===== src/rtl/lsu_mem_pkg.sv =====
// lsu_mem_pkg: shared widths, FSM states and request record for the LSU memory arbiter
package lsu_mem_pkg;
  localparam int ADDR_W = 32;
  localparam int DATA_W = 64;
  localparam int MASK_W = DATA_W / 8;
  localparam int PID_W = 2;
  localparam logic [2:0] WS_DONE = 3'b100;
  typedef enum logic [1:0] {IDLE, RD_WAIT, WR_WAIT, RESP} arb_state_e;
  typedef struct packed {
    logic              we;
    logic [ADDR_W-1:0] addr;
    logic [DATA_W-1:0] wdata;
    logic [MASK_W-1:0] wmask;
    logic [PID_W-1:0]  pID;
  } mem_req_t;
endpackage


===== src/rtl/mem_arb_pick.sv =====
// mem_arb_pick: 2-way oldest-first picker; a way left waiting last cycle beats a fresh one, ties go to way0
module mem_arb_pick (
  input  logic       clk,
  input  logic       reset_n,
  input  logic       en,
  input  logic       clr,
  input  logic [1:0] valid,
  output logic [1:0] grant
);
  logic [1:0] waiting, old;
  always_comb begin
    old = valid & waiting;
    grant = !en     ? 2'b00 :
            old[0]   ? 2'b01 :
            old[1]   ? 2'b10 :
            valid[0] ? 2'b01 :
            valid[1] ? 2'b10 : 2'b00;
  end
  always_ff @(posedge clk)
    if (!reset_n || clr) waiting <= 2'b00;
    else waiting <= valid & ~grant;
endmodule


===== src/rtl/lsu_mem_arbiter.sv =====
// lsu_mem_arbiter: shares the data-RAM port between the way0/way1 memory stages,
// one access at a time, responses tagged with the requester's pID
module lsu_mem_arbiter
  import lsu_mem_pkg::*;
(
  input  logic              clk,
  input  logic              reset_n,
  input  logic              flush_i,
  input  logic              way0_req_valid_i,
  output logic              way0_req_ready_o,
  input  logic              way0_req_we_i,
  input  logic [ADDR_W-1:0] way0_req_addr_i,
  input  logic [DATA_W-1:0] way0_req_wdata_i,
  input  logic [MASK_W-1:0] way0_req_wmask_i,
  input  logic [PID_W-1:0]  way0_req_pID_i,
  output logic              way0_resp_valid_o,
  output logic [DATA_W-1:0] way0_resp_rdata_o,
  output logic [PID_W-1:0]  way0_resp_pID_o,
  input  logic              way1_req_valid_i,
  output logic              way1_req_ready_o,
  input  logic              way1_req_we_i,
  input  logic [ADDR_W-1:0] way1_req_addr_i,
  input  logic [DATA_W-1:0] way1_req_wdata_i,
  input  logic [MASK_W-1:0] way1_req_wmask_i,
  input  logic [PID_W-1:0]  way1_req_pID_i,
  output logic              way1_resp_valid_o,
  output logic [DATA_W-1:0] way1_resp_rdata_o,
  output logic [PID_W-1:0]  way1_resp_pID_o,
  output logic              ram_read_en_o,
  output logic [ADDR_W-1:0] ram_read_addr_o,
  output logic              ram_write_en_o,
  output logic [ADDR_W-1:0] ram_write_addr_o,
  output logic [DATA_W-1:0] ram_write_data_o,
  output logic [MASK_W-1:0] ram_write_mask_o,
  input  logic [DATA_W-1:0] ram_read_data_i,
  input  logic              ram_data_ok_i,
  input  logic [2:0]        ram_write_state_i
);
  arb_state_e state, state_next;
  mem_req_t req, req_in;
  logic [1:0] grant;
  logic idle, owner, drop, resp;
  logic [DATA_W-1:0] rdata;
  assign idle = state == IDLE;
  mem_arb_pick u_pick (
    .clk,
    .reset_n,
    .en   (reset_n && idle && !flush_i),
    .clr  (idle && flush_i),
    .valid({way1_req_valid_i, way0_req_valid_i}),
    .grant
  );
  always_comb
    req_in = grant[1] ?
      {way1_req_we_i, way1_req_addr_i, way1_req_wdata_i, way1_req_wmask_i, way1_req_pID_i} :
      {way0_req_we_i, way0_req_addr_i, way0_req_wdata_i, way0_req_wmask_i, way0_req_pID_i};
  always_ff @(posedge clk)
    if (!reset_n) state <= IDLE;
    else state <= state_next;
  always_comb
    state_next = state == IDLE    ? (|grant ? (req_in.we ? WR_WAIT : RD_WAIT) : IDLE) :
                 state == RD_WAIT ? (ram_data_ok_i ? RESP : RD_WAIT) :
                 state == WR_WAIT ? (ram_write_state_i == WS_DONE ? RESP : WR_WAIT) : IDLE;
  // a flush while the RAM is busy lets the access finish but remembers to swallow its response
  always_ff @(posedge clk)
    if (!reset_n) begin
      req   <= '0;
      owner <= 1'b0;
      drop  <= 1'b0;
      rdata <= '0;
    end else begin
      if (|grant) begin
        req   <= req_in;
        owner <= grant[1];
        drop  <= 1'b0;
      end
      if ((state == RD_WAIT || state == WR_WAIT) && flush_i) drop <= 1'b1;
      if (state == RD_WAIT && ram_data_ok_i) rdata <= ram_read_data_i;
    end
  always_comb begin
    resp              = state == RESP && !drop && !flush_i;
    way0_req_ready_o  = grant[0];
    way1_req_ready_o  = grant[1];
    way0_resp_valid_o = resp && !owner;
    way1_resp_valid_o = resp && owner;
    way0_resp_rdata_o = req.we ? '0 : rdata;
    way1_resp_rdata_o = req.we ? '0 : rdata;
    way0_resp_pID_o   = req.pID;
    way1_resp_pID_o   = req.pID;
    ram_read_en_o     = state == RD_WAIT;
    ram_read_addr_o   = req.addr;
    ram_write_en_o    = state == WR_WAIT;
    ram_write_addr_o  = req.addr;
    ram_write_data_o  = req.wdata;
    ram_write_mask_o  = req.wmask;
  end
endmodule


===== config.mk =====
export PLATFORM = sky130hd
export DESIGN_NAME = lsu_mem_arbiter
export DESIGN_NICKNAME = d
export VERILOG_FILES = /design/src/rtl/lsu_mem_pkg.sv /design/src/rtl/mem_arb_pick.sv /design/src/rtl/lsu_mem_arbiter.sv
export SDC_FILE = /design/constraint.sdc
export NUM_CORES = 1
export LEC_CHECK = 0
export ABC_AREA = 1
export BUFFER_PORTS_ARGS = -buffer_cell sky130_fd_sc_hd__buf_2
export CAP_MARGIN = 20
export CORE_AREA = 2 2 218 220
export CTS_CLUSTER_DIAMETER = 60
export DETAILED_ROUTE_END_ITERATION = 10
export DIE_AREA = 0 0 220 222
export SYNTH_ARGS = -nofsm -noshare
export SYNTH_HDL_FRONTEND = slang
export SYNTH_HIERARCHICAL = 1
export SYNTH_SLANG_ARGS = --single-unit
export TNS_END_PERCENT = 1

===== constraint.sdc =====
create_clock -name clk -period 2.5 [get_ports clk]
set_input_delay 0.125 -clock clk [delete_from_list [all_inputs] [get_ports clk]]
set_output_delay 0.125 -clock clk [all_outputs]
set_load 0.01 [all_outputs]

### After elaboration in Yosys (flattened, before gate mapping)

Cells that the tools add are included.

* bits in registers: 177
* input bits: 287
* output and inout bits: 274
* word-level logic and storage cells: 51

* equality and inequality tests: 4
* multiplexer cells: 16
* bitwise logic cells: 3
* reductions and logical operators: 18

Operators by type and width (count)
* $mux W107: 1
* $mux W64: 1
* $mux W2: 11
* $logic_and A1 B1 Y1: 9
* $and A2 B2 Y2: 2
* $eq A2 B2 Y1 const B: 2
* $logic_not A1 Y1: 4
* $eq A3 B3 Y1 const B: 1
* $mux W1: 3
* $eq A2 B1 Y1 const B: 1
* $logic_not A2 Y1: 1
* $logic_or A1 B1 Y1: 2
* $not A2 Y2: 1
* $reduce_bool A2 Y1: 1
* $reduce_or A2 Y1: 1

### Depth between registers and ports, before layout

* depth after elaboration: 9
* depth in mapped cells: 15
* mapped depth without buffers: 13

### Cells and area by module

Netlist, hierarchy kept.

By module, submodules not included
* lsu_mem_arbiter: instances 1, cells each 1394, area an instance 9261.4 µm², seq. area each 3503.4 µm²
* mem_arb_pick: instances 1, cells each 20, area an instance 117.6 µm², seq. area each 40.0 µm²

### Least setup slack after synthesis

No wires, ideal clock.

* kind: reg-to-reg
* start point: reg state[0]
* end point: reg req (netlist bit ram_write_data_o[29])
* library setup time: 0.057 ns
* arrival time: 2.035 ns
* data required time: 2.443 ns
* setup slack: 0.408 ns
* stages on the path, launching flop included: 15
* buffers on the path: 2
* clock period less this slack: 2.092 ns
* cell sequence: dfxtp_1 > inv_1 > ha_1 > inv_1 > nor3_1 > nand2_1 > a21oi_1 > inv_1 > nor2_8 > buf_6 > buf_4 > nand2_1 > nand3_1 > nand2_1 > inv_1

* word-level cells in the longest chain between the ends: 5
* elaborated cells between the ends (all ways): 6
* those cells by class: mux: 2; reduce/logical: 4

Ends and longest elaborated chain
* start, declared: line lsu_mem_arbiter.sv:39 `arb_state_e state, state_next;`
* start signal, assigned: line lsu_mem_arbiter.sv:59 `else state <= state_next;`
* $logic_not A2 Y1: line lsu_mem_arbiter.sv:44 `assign idle = state == IDLE;`
* $logic_and A1 B1 Y1 (2 in series): line lsu_mem_arbiter.sv:48 `.en (reset_n && idle && !flush_i),`
* $mux W2: line mem_arb_pick.sv:13 `grant = !en ? 2'b00 :`
* via way0_req_ready_o: line lsu_mem_arbiter.sv:10 `output logic way0_req_ready_o,`
* $reduce_or A2 Y1: line lsu_mem_arbiter.sv:72 `if (|grant) begin`
* end signal, assigned: line lsu_mem_arbiter.sv:73 `req <= req_in;`
* end, declared: line lsu_mem_arbiter.sv:40 `mem_req_t req, req_in;`

The timed path passes the listed nets, and every way through them passes these cells.
A chain may end at the register's enable or synchronous reset.

### Final worst setup path

* start point: in reset_n
* end point: reg u_pick.waiting[0]

* word-level cells in the longest chain between the ends: 5
* elaborated cells between the ends (all ways): 7
* those cells by class: mux: 1; bitwise: 2; reduce/logical: 4

Ends and longest elaborated chain
* start, declared: line lsu_mem_arbiter.sv:7 `input logic reset_n,`
* $logic_and A1 B1 Y1 (2 in series): line lsu_mem_arbiter.sv:48
* $mux W2: line mem_arb_pick.sv:13
* $not A2 Y2: line mem_arb_pick.sv:21 `else waiting <= valid & ~grant;`
* $and A2 B2 Y2: line mem_arb_pick.sv:21
* end signal, assigned: line mem_arb_pick.sv:21
* end, declared: line mem_arb_pick.sv:10 `logic [1:0] waiting, old;`

Parallel ways exist; a longest one is shown, timed or not.

==> reports/summary.txt <==
Slowest-stage cell, CP = dlygate4sd3_1
hold path start = ram_write_state_i[2]
non-filler cells, final = 2644
total number of vias = 10.64k
CTS H-tree depth = 4
Critical R2R Launch = state[1]
routed vias/inst = 4.023
antenna-violating nets left = 0
Hold Path Sink = state[0]
Critical Path Fanout Max = 175
CTS tree = yes
critical path type = in2reg
Initial DRC Count = 507
Routed WL = 35.97 mm
WP buf/inv = 5
cell count after placement = 2321
port buffer count = 560
top-area cell type share of the netlist area = 37.78%
commonest non-fill, non-tap cell in the layout = buf_2
Synth area leader = dfxtp_1
Core Footprint = 46260 µm²
vias in the first global route = 10.17k
max-slew violation count = 0
Distinct cells, synth = 19
die width = 220 µm
skew final = 0.01046 ns
synth top area cells = dfxtp_1, nand2_1, buf_4, inv_1, nand3_1
mapped cell area = 9379 µm²
hold depth = 7
hpwl dp = 22.01 mm
critical path's top delay family = buffers and inverters
Clock transition at path regs = 0.07 ns
Lkg Pwr = 8.325 nW
unrepaired setup endpoints after global routing = yes
NumNets Final = 2315
Tcrit/Tclk final = 91.55%
clock tree root buffer cell = clkbuf_16
DRC = 0
final hold slack = 0.07438 ns
area grow syn2layout = 58.99%
final weighted congestion in routability-driven placement = 0.8243
largest net degree at the start of global routing = 176
min cycle time layout = 2.289 ns
final setup fails = 0
max incr delay on CP = 0.59 ns
critical path capture point type = flip-flop
Critical Path AT = 2.70 ns
reg-to-reg setup timing slack = 0.22 ns
CTS Buffer Depth = 2
CP cell instances = dlygate4sd3_1 -> buf_4 -> buf_12 -> nand3_1 -> dlygate4sd3_1 -> a21oi_1 -> dlygate4sd3_1
Avg Inst Size Synth = 6.633 µm²
final hold vios = 0
grt ovf = 0
cts bufs inserted = 17
clk sinks = 177
Critical Path Most Common Cell = dlygate4sd3_1
Pre-Repair DR Iteration Count = 5
I/O pin cnt = 561
Post-Syn Nets = 1705
global-route wire length before repair = 52.24 mm
Hold Crit Class = in2reg
FF-to-FF End = ram_read_addr_o[16]
sequential area share after synthesis = 37.78%
worst vdd ir = 401.1 µV
worst skew pair latency = 0.47 ns
FP Rows = 79
WL per Instance = 13.61 µm
FMAX = 0.4369 GHz
most frequent cells in the layout = buf_2, nand2_1, dlygate4sd3_1, inv_1, dfxtp_1
die height = 222 µm
CP startpoint kind = input port
Worst Path Required = 2.91 ns
Slew Limit Headroom = 33.27%
Slew @ Worst Pin = 0.9998 ns
initial antenna violation count = 3
Initial Util = 20.27%
Max-Cap Viols = 0
total track usage = 13.76%
Syn. warnings = 6
Die Footprint = 48840 µm²
synthesized flop and latch total = 177
status = finished clean
cells on worst reg2reg path = 15
pwr/cell area = 594.4 nW/µm²
Cells after Synth = 1414
share of layout cells above drive strength 1 = 30.42%
-- worst register-to-register path: stages (launching register included) --
cell     delay (ns)
dfxtp_1        0.31
inv_1          0.07
ha_1           0.16
inv_1          0.06
nor3_2         0.18
nand2_1        0.10
a21oi_1        0.13
buf_4          0.17
buf_4          0.14
inv_1          0.11
nor2_8         0.15
buf_16         0.23
nand2_1        0.21
nand3_1        0.08
nand2_1        0.05
inv_1          0.07
-- worst max-delay path by stage --
stage                         from              endpoint  slack [ns]  cells past startpoint
after floorplan           state[0]  ram_write_data_o[29]        0.41                     14
after global placement    state[0]  ram_write_data_o[43]        0.10                     13
after detailed placement  state[0]  ram_write_data_o[61]        0.05                     13
after CTS                 state[1]      way1_req_ready_o        0.02                     10
after global routing      state[0]    ram_read_addr_o[0]       -0.06                     15
final                      reset_n     u_pick/waiting[0]        0.21                      7
-- flip-flops by register name, indices dropped and copies added, names as in the netlist --
name / count
ram_write_data_o: 64
rdata: 64
ram_read_addr_o: 32
ram_write_mask_o: 8
state: 2
u_pick/waiting: 2
way0_resp_pID_o: 2
drop: 1
owner: 1
req: 1
-- routing by layer --
metal,vias to the layer above,routed length [µm],GRT usage [%],part of all wire [%]
met5,-,0,0,0
met3,85,2644,3.772,7.4
li1,5282,-,-,-
met4,0,1458,7.642,4.1
met2,525,17680,24.25,49
met1,4746,14190,14.70,39
-- cell families after synthesis --
family                     Yosys count  synth area share [%]
DFF                                177                 37.78
adders and majority gates            4                0.5336
buffers and inverters              467                 27.44
AOI/OAI and AO/OA                  136                 7.284
and+or+nand+nor                    630                 26.96
-- synth_stat cells, drive strengths merged --
library cell	n
a211oi	1
a21oi	70
and2	1
buf	241
clkbuf	37
dfxtp	177
ha	4
inv	189
nand2	444
nand3	110
nand3b	1
nor2	73
nor3	1
o21ai	65
-- power breakdown --
| part | internal, mW | switching [mW] | total, mW |
|---|---|---|---|
| registers | 3.18 | 0.161 | 3.34 |
| logic | 1.25 | 1.54 | 2.78 |
| clock network | 1.54 | 1.20 | 2.74 |
| total | 5.96 | 2.90 | 8.86 |
-- timing repair --
| item | 4_1_cts | 5_1_grt |
|---|---|---|
| hold endpoints to repair | 176 | 0 |
| pin swaps | 0 | 2 |
| hold buffers | 286 | 0 |
| resized for setup | 1 | 6 |
| setup endpoints to repair | 1 | 87 |
| setup buffers | 0 | 2 |
| gates cloned | 2 | 1 |
-- area by class of cell --
type	count	area, µm²
Antenna cell	2	5.005
Fill cell	4823	31350
Inverter	189	709.4
Clock inverter	9	107.6
Sequential cell	177	3545
Tap cell	607	759.5
Timing Repair Buffer	868	6023
Clock buffer	21	470.5
Multi-Input combinational cell	771	3292
-- metrics by stage --
stage                     setup TNS [ns]  cell area (µm²)  utilization [%]  worst slack [ns]  total power, mW
after floorplan                        0             9379                -            0.4078            5.115
after global placement                 0            11340            24.52            0.1027            5.743
after detailed placement               0            11340            24.52           0.05354            5.754
after CTS                              0            14860            32.12           0.02413            8.938
after global routing             -0.6629            14910            32.22          -0.05681            9.407
final                                  0            14910            32.24            0.2112            8.863
No activity file was read; power rests on OpenSTA's default activity.
